`src/rtl/tick_gen_pkg.sv`:
```
// Shared constants and the Hz-to-divisor helper for the tick generator.
package tick_gen_pkg;

  localparam int unsigned CLK_HZ    = 100000000;
  localparam int unsigned DEF_CNT_W = 27;

  // Divisor for a target rate; saturates at the widest counter value, hz=0 yields 0.
  function automatic int unsigned hz_to_div(input int unsigned hz);
    longint unsigned q;
    longint unsigned max_div;
    max_div = (64'd1 << DEF_CNT_W) - 64'd1;
    if (hz == 0) return 0;
    q = longint'(CLK_HZ) / longint'(hz);
    if (q > max_div) return int'(max_div);
    return int'(q);
  endfunction

  localparam int unsigned DEF_DIV_1HZ = hz_to_div(1);

endpackage

```
`src/rtl/tick_gen_ch.sv`:
```
// One tick channel: divisor register, phase counter, registered tick (and wave when
// TICK_GEN_WAVE_EN is defined).
module tick_gen_ch #(
  parameter int unsigned CNT_W = 27,
  parameter logic [CNT_W-1:0] DEF_DIV = '1
) (
  input  logic             clk,
  input  logic             rst_n,
  input  logic             en,
  input  logic             sync_clr,
  input  logic             we,
  input  logic [CNT_W-1:0] wdata,
  output logic [CNT_W-1:0] div,
`ifdef TICK_GEN_WAVE_EN
  output logic             wave,
`endif
  output logic             tick
);

  logic [CNT_W-1:0] cnt;
  logic [CNT_W-1:0] d_eff;
  logic             restart;
  logic             terminal;

  // A stored divisor of zero behaves as one (tick every cycle).
  assign d_eff    = (div == '0) ? CNT_W'(1) : div;
  assign terminal = (cnt == d_eff - CNT_W'(1));
  assign restart  = !en || sync_clr || we;

  always_ff @(posedge clk or negedge rst_n) begin
    if (!rst_n) begin
      div  <= DEF_DIV;
      cnt  <= '0;
      tick <= 1'b0;
`ifdef TICK_GEN_WAVE_EN
      wave <= 1'b0;
`endif
    end else begin
      if (we) div <= wdata;
      if (restart) begin
        cnt  <= '0;
        tick <= 1'b0;
`ifdef TICK_GEN_WAVE_EN
        wave <= 1'b0;
`endif
      end else if (terminal) begin
        cnt  <= '0;
        tick <= 1'b1;
`ifdef TICK_GEN_WAVE_EN
        wave <= ~wave;
`endif
      end else begin
        cnt  <= cnt + CNT_W'(1);
        tick <= 1'b0;
      end
    end
  end

endmodule

```
`src/rtl/tick_gen_multi.sv`:
```
// Multi-channel programmable tick generator with per-channel enable, phase restart and
// divisor read-back. Optional square-wave outputs under TICK_GEN_WAVE_EN.
module tick_gen_multi
  import tick_gen_pkg::*;
#(
  parameter int unsigned NUM_CH  = 4,
  parameter int unsigned CNT_W   = DEF_CNT_W,
  parameter int unsigned DEF_DIV = DEF_DIV_1HZ,
  localparam int unsigned CH_W   = (NUM_CH > 1) ? $clog2(NUM_CH) : 1
) (
  input  logic              clk,
  input  logic              rst_n,
  input  logic [NUM_CH-1:0] ch_en,
  input  logic              sync_clr,
  input  logic              cfg_we,
  input  logic [CH_W-1:0]   cfg_ch,
  input  logic [CNT_W-1:0]  cfg_div,
  output logic [CNT_W-1:0]  rd_div,
`ifdef TICK_GEN_WAVE_EN
  output logic [NUM_CH-1:0] wave,
`endif
  output logic [NUM_CH-1:0] tick
);

  logic [CNT_W-1:0] divs [NUM_CH];

  // Writes have no handshake: a strobe is taken every cycle it is high.
  for (genvar g = 0; g < NUM_CH; g++) begin : g_ch
    logic we_g;
    assign we_g = cfg_we && (int'(cfg_ch) == g);

    tick_gen_ch #(
      .CNT_W   (CNT_W),
      .DEF_DIV (CNT_W'(DEF_DIV))
    ) u_ch (
      .clk      (clk),
      .rst_n    (rst_n),
      .en       (ch_en[g]),
      .sync_clr (sync_clr),
      .we       (we_g),
      .wdata    (cfg_div),
      .div      (divs[g]),
`ifdef TICK_GEN_WAVE_EN
      .wave     (wave[g]),
`endif
      .tick     (tick[g])
    );
  end

  // Out-of-range channel addresses read back as zero.
  always_comb begin
    rd_div = '0;
    if (int'(cfg_ch) < NUM_CH) rd_div = divs[cfg_ch];
  end

endmodule

```
`config.mk`:
```
export PLATFORM = sky130hd
export DESIGN_NAME = tick_gen_multi
export DESIGN_NICKNAME = d
export VERILOG_FILES = /design/src/rtl/tick_gen_pkg.sv /design/src/rtl/tick_gen_ch.sv /design/src/rtl/tick_gen_multi.sv
export SDC_FILE = /design/constraint.sdc
export NUM_CORES = 1
export LEC_CHECK = 0
export CAP_MARGIN = 20
export CELL_PAD_IN_SITES_DETAIL_PLACEMENT = 1
export CELL_PAD_IN_SITES_GLOBAL_PLACEMENT = 2
export CORE_UTILIZATION = 43
export DETAILED_ROUTE_END_ITERATION = 8
export PLACE_DENSITY = 0.82
export SLEW_MARGIN = 15
export SYNTH_ARGS = -nofsm -noshare
export SYNTH_HDL_FRONTEND = slang
export SYNTH_SLANG_ARGS = --single-unit
export TNS_END_PERCENT = 100
```
`constraint.sdc`:
```
create_clock -name clk -period 6.4 [get_ports clk]
set_input_delay 1.28 -clock clk [delete_from_list [all_inputs] [get_ports clk]]
set_output_delay 1.28 -clock clk [all_outputs]
set_load 0.02 [all_outputs]
```
# Word-level counts from Yosys, hierarchy flattened
# Index checks and enable logic that the tools add are counted.
[word_totals]
out_inout_bits = 31
register_bits = 220
wordCells = 73
[classes]
magnitude_cmp = 1
mux = 23
n_reduce_logical = 21
n_eq_ne = 7
bitwise_logic = 1
n_addsub = 8
[ops]
columns = ["op", "count"]
rows = [
  ["27-bit 2-to-1 mux", 14],
  ["27-bit by 1-bit adder with 27-bit output, second input constant", 4],
  ["27-bit equality test", 4],
  ["27-bit logical NOT", 4],
  ["27-bit by 1-bit subtractor with 27-bit output, second input constant", 4],
  ["27-bit binary-select mux with 2-bit select", 1],
  ["1-bit logical OR", 8],
  ["1-bit 2-to-1 mux", 8],
  ["2-bit equality test, second input constant", 2],
  ["1-bit logical AND", 4],
  ["1-bit logical NOT", 4],
  ["3-bit >= comparator, second input constant", 1],
  ["2-bit inverter with 3-bit output", 1],
  ["2-bit by 1-bit equality test with 1-bit output, second input constant", 1],
  ["2-bit logical NOT", 1],
]

# Logic depth before layout (Yosys ltp)
# Gate-level depths: netlist of run 1.
[depth]
word_depth = 6
depth_mapped = 16

# Modules after synthesis
# From an unflattened synthesis of run 1, not the netlist that was laid out.
[hier_totals]
hier_cells = 1427
area_unflattened_um2 = 14366.3
[modules_own_cells]
columns = ["mod", "cells_each", "seq_area_each_um2", "instances", "area_per_inst_um2"]
rows = [
  ["tick_gen_ch (g_ch[0].u_ch ...)", 340, 1391.3, 3, 3337.0],
  ["tick_gen_ch (g_ch[3].u_ch)", 370, 1391.3, 1, 3664.8],
  ["tick_gen_multi", 37, 0.0, 1, 690.7],
]

# Worst setup path before layout of run 1
# No wires, ideal clock.
[synth_path]
path_type = "input to output"
start = "in cfg_ch[0]"
end = "out rd_div[10]"
t_arrival_ns = 2.934
path_buffers = 2
stages = 3
required_time_ns = 5.120
path_slack_ns = 2.186
path_cell_list = "buf_1 > buf_1 > mux4_2"
[synth_between]
elab_chain_cells = 4
[synth_rtl]
columns = ["element", "line", "source"]
rows = [
  ["start: declaration", "tick_gen_multi.sv:16", "input logic [CH_W-1:0] cfg_ch,"],
  ["2-bit inverter with 3-bit output (not written as such)", "tick_gen_multi.sv:53", "if (int'(cfg_ch) < NUM_CH) rd_div = divs[cfg_ch];"],
  ["27-bit binary-select mux with 2-bit select", "tick_gen_multi.sv:53", ""],
  ["27-bit 2-to-1 mux (not written as such) (2 in a row)", "tick_gen_multi.sv:53", ""],
  ["end: declaration", "tick_gen_multi.sv:18", "output logic [CNT_W-1:0] rd_div,"],
]
# No other way between the ends. The select of a mux whose other input is x is not followed.

# Final worst setup path of run 1
[layout_path]
start = "reg g_ch[3].u_ch.div[3]"
end = "reg g_ch[3].u_ch.cnt[6]"
[layout_between]
elab_chain_cells = 6
[layout_rtl]
columns = ["element", "line", "source"]
rows = [
  ["start: declaration", "tick_gen_ch.sv:13", "output logic [CNT_W-1:0] div,"],
  ["start signal: assignment", "tick_gen_ch.sv:39", "if (we) div <= wdata;"],
  ["27-bit logical NOT", "tick_gen_ch.sv:26", "assign d_eff = (div == '0) ? CNT_W'(1) : div;"],
  ["27-bit 2-to-1 mux *", "tick_gen_ch.sv:26", ""],
  ["27-bit by 1-bit subtractor with 27-bit output *", "tick_gen_ch.sv:27", "assign terminal = (cnt == d_eff - CNT_W'(1));"],
  ["27-bit equality test *", "tick_gen_ch.sv:27", ""],
  ["27-bit 2-to-1 mux *", "tick_gen_ch.sv:46", "end else if (terminal) begin"],
  ["27-bit 2-to-1 mux *", "tick_gen_ch.sv:40", "if (restart) begin"],
  ["end signal: assignment", "tick_gen_ch.sv:53", "cnt <= cnt + CNT_W'(1);"],
  ["end: declaration", "tick_gen_ch.sv:20", "logic [CNT_W-1:0] cnt;"],
]
# Mark *: on every way between the ends. The rest lies on a longest branch, timed or not.
# A chain may end at the register's enable or synchronous reset.

==> results.toml, run 1 <==
[clock_network]
path_clk_slew_ps = 60
cts_sinks = 220
postCtsSetupRepairBufs = 0
cts_tree = "done"
cts_max_path_buffers = 3
cts_hold_buf = 0
ctsHtreeMaxLevel = 1
clk_latency_ps = 560
cts_made_buffers = 27
root_buffer = "clkbuf_16"
cts.repair.resized = 0

[run_status]
status = "completed"

[placed_design]
hpwl_um = 34200
port_buffers = 67
routabilityCongestion = 0.940

[global_routing]
grt_pass1_vias = 12200
overflow = 0
grt_max_degree = 121
grt_usage = 0.278
antenna_found_initial = 2
grt_pass1_wl_um = 72300

[synthesis]
yosys_warnings = 0
postSynthRegisterBits = 220
synthArstFlopShare = 1.00
syn_area_per_cell_um2 = 9.77
synth_top_flop_cell = "dfrtp_1"
syn_nets = 1505
syn_inst = 1460
synthesis.area_mm2 = 0.0143
synth-seq-area-share = 0.390
synth-edff-count = 0
synth_cell_type_count = 76

[route]
routedWlPerCell_um = 23.7
drt-vias-per-instance = 6.02
ant_nets = 0
drcViolationCount = 0
dr.pass1.iters = 5
vias = 11700
drtIter0Drc = 751
routed_wl_um = 46100

[floorplanning]
die_w_um = 184
die_area_mm2 = 0.0339
start_util = 0.437
fp-row-count = 66
core-area_mm2 = 0.0326
die_h_um = 184
io_pins = 68

[worst_hold_path]
hold_start = "g_ch[2].u_ch.cnt[26]$_DFF_PN0_"
hp-class = "reg -> reg"
min_to = "g_ch[2].u_ch.cnt[26]$_DFF_PN0_"
min_delay_path_depth = 2

[timing]
slew_violations = 0
finalSetupTns_ps = 0
fmax_mhz = 202
finalHoldViolCount = 0
period_share = 0.773
skew_ps = 20.9
tightest_slew_ps = 1130
period_needed_ps = 4950
relSlewSlack = 0.226
setup_viol = 0
rsz0062_at_grt = "false"

[power]
power_density_mw_per_mm2 = 279
finalPower_mw = 4.52
p_leak_nw = 6.18
ir_worst_vdd_uv = 246

[critical_path]
timing.rr.end = "g_ch[3].u_ch.cnt[6]$_DFF_PN0_"
startpoint_type = "register"
r2r-start = "g_ch[3].u_ch.div[3]$_DFFE_PN0P_"
worstPathArrival_ps = 5380
path_class = "reg -> reg"
cp.required_ps = 6830
crit_fanout = 16
ff2ff_path_depth = 13
ff2ff_setup_slack_ps = 1450
crit_path_end_kind = "register"

[layout]
drive_above_1_share = 0.170
area_delta_synth_final_pct = 13.5
fin_util = 0.497
finalNetCount = 1528

[flow_run]
maxCapViolations = 0
## worst max-delay path by stage
stage | start | end | slack (ps) | cells past startpoint
CTS | g_ch[3].u_ch.div[3]$_DFFE_PN0P_ | g_ch[3].u_ch.cnt[8]$_DFF_PN0_ | 1240 | 12
finish | g_ch[3].u_ch.div[3]$_DFFE_PN0P_ | g_ch[3].u_ch.cnt[6]$_DFF_PN0_ | 1450 | 13
global route | g_ch[3].u_ch.div[3]$_DFFE_PN0P_ | g_ch[3].u_ch.cnt[10]$_DFF_PN0_ | 1140 | 13
floorplan | cfg_ch[0] | rd_div[10] | 2190 | 3
global placement | g_ch[3].u_ch.div[3]$_DFFE_PN0P_ | g_ch[3].u_ch.cnt[2]$_DFF_PN0_ | 1430 | 12
detailed placement | g_ch[3].u_ch.div[3]$_DFFE_PN0P_ | g_ch[3].u_ch.cnt[8]$_DFF_PN0_ | 1230 | 12
## area by class of cell
cell class	count	area, um2
antenna	1	2.50
fill	3638	16400
multi-input combinational	1124	8240
timing repair buffer	81	791
inverter	29	109
tap	442	553
clock buffer	41	798
clock inverter	8	144
sequential	220	5570
## routing by layer
layer / share of wire / vias up / track usage / routed length [um]
met2: 0.47 / 294 / 0.456 / 21700
met5: 0 / - / 0 / 0
met3: 0.050 / 78 / 0.0423 / 2310
met1: 0.45 / 6033 / 0.376 / 20600
met4: 0.033 / 0 / 0.0913 / 1510
li1: - / 5316 / - / -
## state kept, by name (all words and copies together), names as in the netlist
name	count
g_ch.u_ch.cnt	108
g_ch.u_ch.div	108
g_ch.u_ch.tick	4
## placed cells by master (no fill, tap or decap), types with 42 or more instances in the layout
master	netlist	final
dfrtp_1	172	172
nor2_1	170	170
xnor2_1	116	116
mux2_2	110	110
xor2_1	100	100
nand2_1	88	88
nand3_1	66	66
clkdlybuf4s50_1	0	65
dfstp_2	48	48
nor3_1	42	42
## critical path: stages, from the launching register on
cell and delay, ps:
dfrtp_1 470, or4_1 640, nor4b_1 600, a41oi_1 310, ha_1 340, nor2b_1 220, nand3_1 200, mux2_2 360
o211ai_1 90, o221ai_1 130, or4_1 600, o31ai_4 570, buf_8 240, nor2_1 60
## stage by stage
step	hold slack (ps)	setup slack, ps	instance area (um2)	std cells
floorplan	481	2190	14300	1460
global placement	546	1430	15200	1894
detailed placement	555	1230	15200	1894
CTS	571	1240	16200	1943
global route	612	1140	16200	1945
finish	565	1450	16200	1946
## cell usage after synthesis, types with 19 or more instances
cell type,count,share of area
dfrtp_1,172,0.30
inv_1,29,0.0076
nand4_1,25,0.011
or3_1,23,0.010
and3_1,30,0.013
nor2_1,170,0.045
clkbuf_1,71,0.019
nand2_1,88,0.023
nor4_1,38,0.017
xor2_1,100,0.061
dfstp_2,48,0.088
xnor2_1,116,0.071
o21ai_0,20,0.0070
mux4_2,27,0.043
or4_1,19,0.010
mux2_2,110,0.087
nor3_1,42,0.015
nand3_1,66,0.023
## power by group
group	leakage, nW	internal (mW)	total, mW	switching, mW
sequential	2.78	1.57	1.92	0.354
clock	0.464	1.01	1.64	0.622
combinational	2.94	0.473	0.959	0.485
total	6.18	3.06	4.52	1.46
## cell families after synthesis
| kind of cell | after synthesis | synth area share |
|---|---|---|
| compound gates | 145 | 0.0772 |
| simple gates | 609 | 0.225 |
| flops | 220 | 0.390 |
| fa+ha+maj | 8 | 0.00702 |
| mux | 146 | 0.136 |
| xor+xnor | 216 | 0.133 |
| buf+inv | 116 | 0.0329 |
(Power assumes the default switching activity.)
==> run 2: changes to the inputs <==
--- a/config.mk
+++ b/config.mk
@@ -8,9 +8,9 @@
 export CAP_MARGIN = 20
 export CELL_PAD_IN_SITES_DETAIL_PLACEMENT = 1
 export CELL_PAD_IN_SITES_GLOBAL_PLACEMENT = 2
-export CORE_UTILIZATION = 43
+export CORE_UTILIZATION = 40
 export DETAILED_ROUTE_END_ITERATION = 8
-export PLACE_DENSITY = 0.82
+export PLACE_DENSITY = 0.77
 export SLEW_MARGIN = 15
 export SYNTH_ARGS = -nofsm -noshare
 export SYNTH_HDL_FRONTEND = slang
==> constraint.sdc (replaced) <==
create_clock -name clk -period 4.9 [get_ports clk]
set_input_delay 0.98 -clock clk [delete_from_list [all_inputs] [get_ports clk]]
set_output_delay 0.98 -clock clk [all_outputs]
set_load 0.02 [all_outputs]
==> run 2 against run 1 <==
Worst setup slack worse by 1000 ps. Count of clock-buffer cells in the layout is 2 higher. Die area is 7.4% higher. Non-clock buffer count is 36 higher. Cell area is 1.3% higher. Maximum frequency is 11% higher. Combinational power is 53% higher.
==> results.toml, run 2 (same netlist as run 1, synthesis figures left out) <==
[power]
p_leak_nw = 6.33
ir_worst_vdd_uv = 277
switchingPower_mw = 1.94
power.share.combinational = 0.251
power_density_mw_per_mm2 = 356
pwr-share-seq = 0.412
internal-power_mw = 3.90
clkPwrFrac = 0.337
switching_share = 0.332

[clock_network]
path_clk_slew_ps = 60
cts_made_buffers = 26
cts.repair.resized = 0
clk_latency_ps = 570
cts_tree = "done"
ctsHtreeMaxLevel = 1
postCtsSetupRepairBufs = 0
cts_hold_buf = 0
cts_sinks = 220
cts_max_path_buffers = 3
root_buffer = "clkbuf_16"

[route]
ant_nets = 0
drtIter0Drc = 764
drt-vias-per-instance = 5.89
routed_wl_um = 47200
dr.pass1.iters = 5
vias = 11700
drcViolationCount = 0
routedWlPerCell_um = 23.7

[floorplanning]
die_area_mm2 = 0.0364
fp-row-count = 68
die_w_um = 191
core-area_mm2 = 0.0348
io_pins = 68
die_h_um = 191
start_util = 0.410

[timing]
tightest_slew_ps = 996
period_needed_ps = 4470
setup_viol = 0
skew_ps = 32.8
setup_ws_ps = 425
slew_violations = 0
relSlewSlack = 0.336
fmax_mhz = 223
rsz0062_at_grt = "false"
finalSetupTns_ps = 0
period_share = 0.913
finalHoldViolCount = 0

[global_routing]
antenna_found_initial = 2
overflow = 0
grt_max_degree = 102
grt_pass1_vias = 12300
grt_usage = 0.266
grt_pass1_wl_um = 74200

[critical_path]
worstPathArrival_ps = 4920
path_class = "reg -> reg"
crit_fanout = 27
crit_buf_inv = 2
cp.required_ps = 5340
cp_top_family = "simple AND/OR/NAND/NOR gates"
critPathSlowestCell = "dfstp_2"
critPathMaxStageDelay_ps = 610
crit_path_cell_trace = "or4_1 > nor3_1 > buf_4 > a31oi_1 > ha_1 > nor2b_1 > nand4_1 > nor4_1 > xnor2_1 > a2111oi_0 > nand4_1 > o31ai_4 > buf_4 > nor2_1"
crit_path_end_kind = "register"
startpoint_type = "register"

[placed_design]
placed_area_mm2 = 0.0155
hpwl_um = 35800
routabilityCongestion = 0.891
pre_cts_ws_ps = 468
dpl.cell_count = 1944
port_buffers = 67

[run_status]
status = "completed"

[layout]
drive_above_1_share = 0.185
n_antenna_cell = 0
finalNetCount = 1563
reg_top3 = "g_ch.u_ch.cnt (108), g_ch.u_ch.div (108), g_ch.u_ch.tick (4)"
final_area_mm2 = 0.0164
final_cells = 1993
final_common_cell = "dfrtp_1"
area_delta_synth_final_pct = 15.0
final_cell_mix = "dfrtp_1 (172), nor2_1 (170), xnor2_1 (116)"
fin_util = 0.471

[flow_run]
maxCapViolations = 0

[worst_hold_path]
hp-class = "in -> async"
-- run 2: cell types whose count changed in the layout (fill, tap and decap cells not counted), sizes merged --
cell          change
bufinv            -2
inv               -1
dlymetal6s2s      +1
diode             -1
clkbuf            +2
buf              +35
-- run 2: worst paths after layout --
| check | start | end | slack (ps) | cells past startpoint |
|---|---|---|---|---|
| setup / recovery | g_ch[2].u_ch.div[21]$_DFFE_PN1P_ | g_ch[2].u_ch.cnt[12]$_DFF_PN0_ | 430 | 14 |
| hold / removal | rst_n | g_ch[1].u_ch.tick$_DFF_PN0_ | 490 | 1 |
| setup reg to reg | g_ch[2].u_ch.div[21]$_DFFE_PN1P_ | g_ch[2].u_ch.cnt[12]$_DFF_PN0_ | 430 | 14 |
| hold reg to reg | g_ch[1].u_ch.cnt[0]$_DFF_PN0_ | g_ch[1].u_ch.cnt[0]$_DFF_PN0_ | 550 | 1 |
| max in group asynchronous | rst_n | g_ch[1].u_ch.div[26]$_DFFE_PN1P_ | 3320 | 2 |
| min in group clk | g_ch[1].u_ch.cnt[0]$_DFF_PN0_ | g_ch[1].u_ch.cnt[0]$_DFF_PN0_ | 550 | 1 |
-- run 2: per-stage QoR --
| step | hold WS, ps | total power, mW |
|---|---|---|
| 6_report | 493 | 5.84 |
| 5_1_grt | 550 | 6.10 |
| 4_1_cts | 490 | 5.88 |
| 3_5_place_dp | 555 | 3.88 |
| 3_3_place_gp | 542 | 3.85 |
| 2_1_floorplan | 481 | 3.18 |
-- run 2: power by group through the flow --
stage / clock network [mW] / logic [mW] / registers (mW)
2_1_floorplan: 0 / 0.956 / 2.23
5_1_grt: 2.09 / 1.58 / 2.43
6_report: 1.97 / 1.47 / 2.41
3_3_place_gp: 0 / 1.43 / 2.42
4_1_cts: 2.02 / 1.46 / 2.40
3_5_place_dp: 0 / 1.45 / 2.43
-- run 2: cell type report --
| class | instances | area [um2] |
|---|---|---|
| fill | 3835 | 18400 |
| timing repair buffer | 117 | 1060 |
| multi-input combinational | 1124 | 8250 |
| inverter | 29 | 109 |
| clock inverter | 5 | 86.3 |
| sequential | 220 | 5570 |
| clock buffer | 43 | 764 |
| tap | 455 | 569 |
-- run 2: layer usage --
metal	track usage	part of all wire	up-vias
li1	-	-	5375
met1	0.355	0.44	5958
met2	0.431	0.47	319
met3	0.0521	0.059	89
met4	0.0877	0.033	2
met5	0	0.00017	-
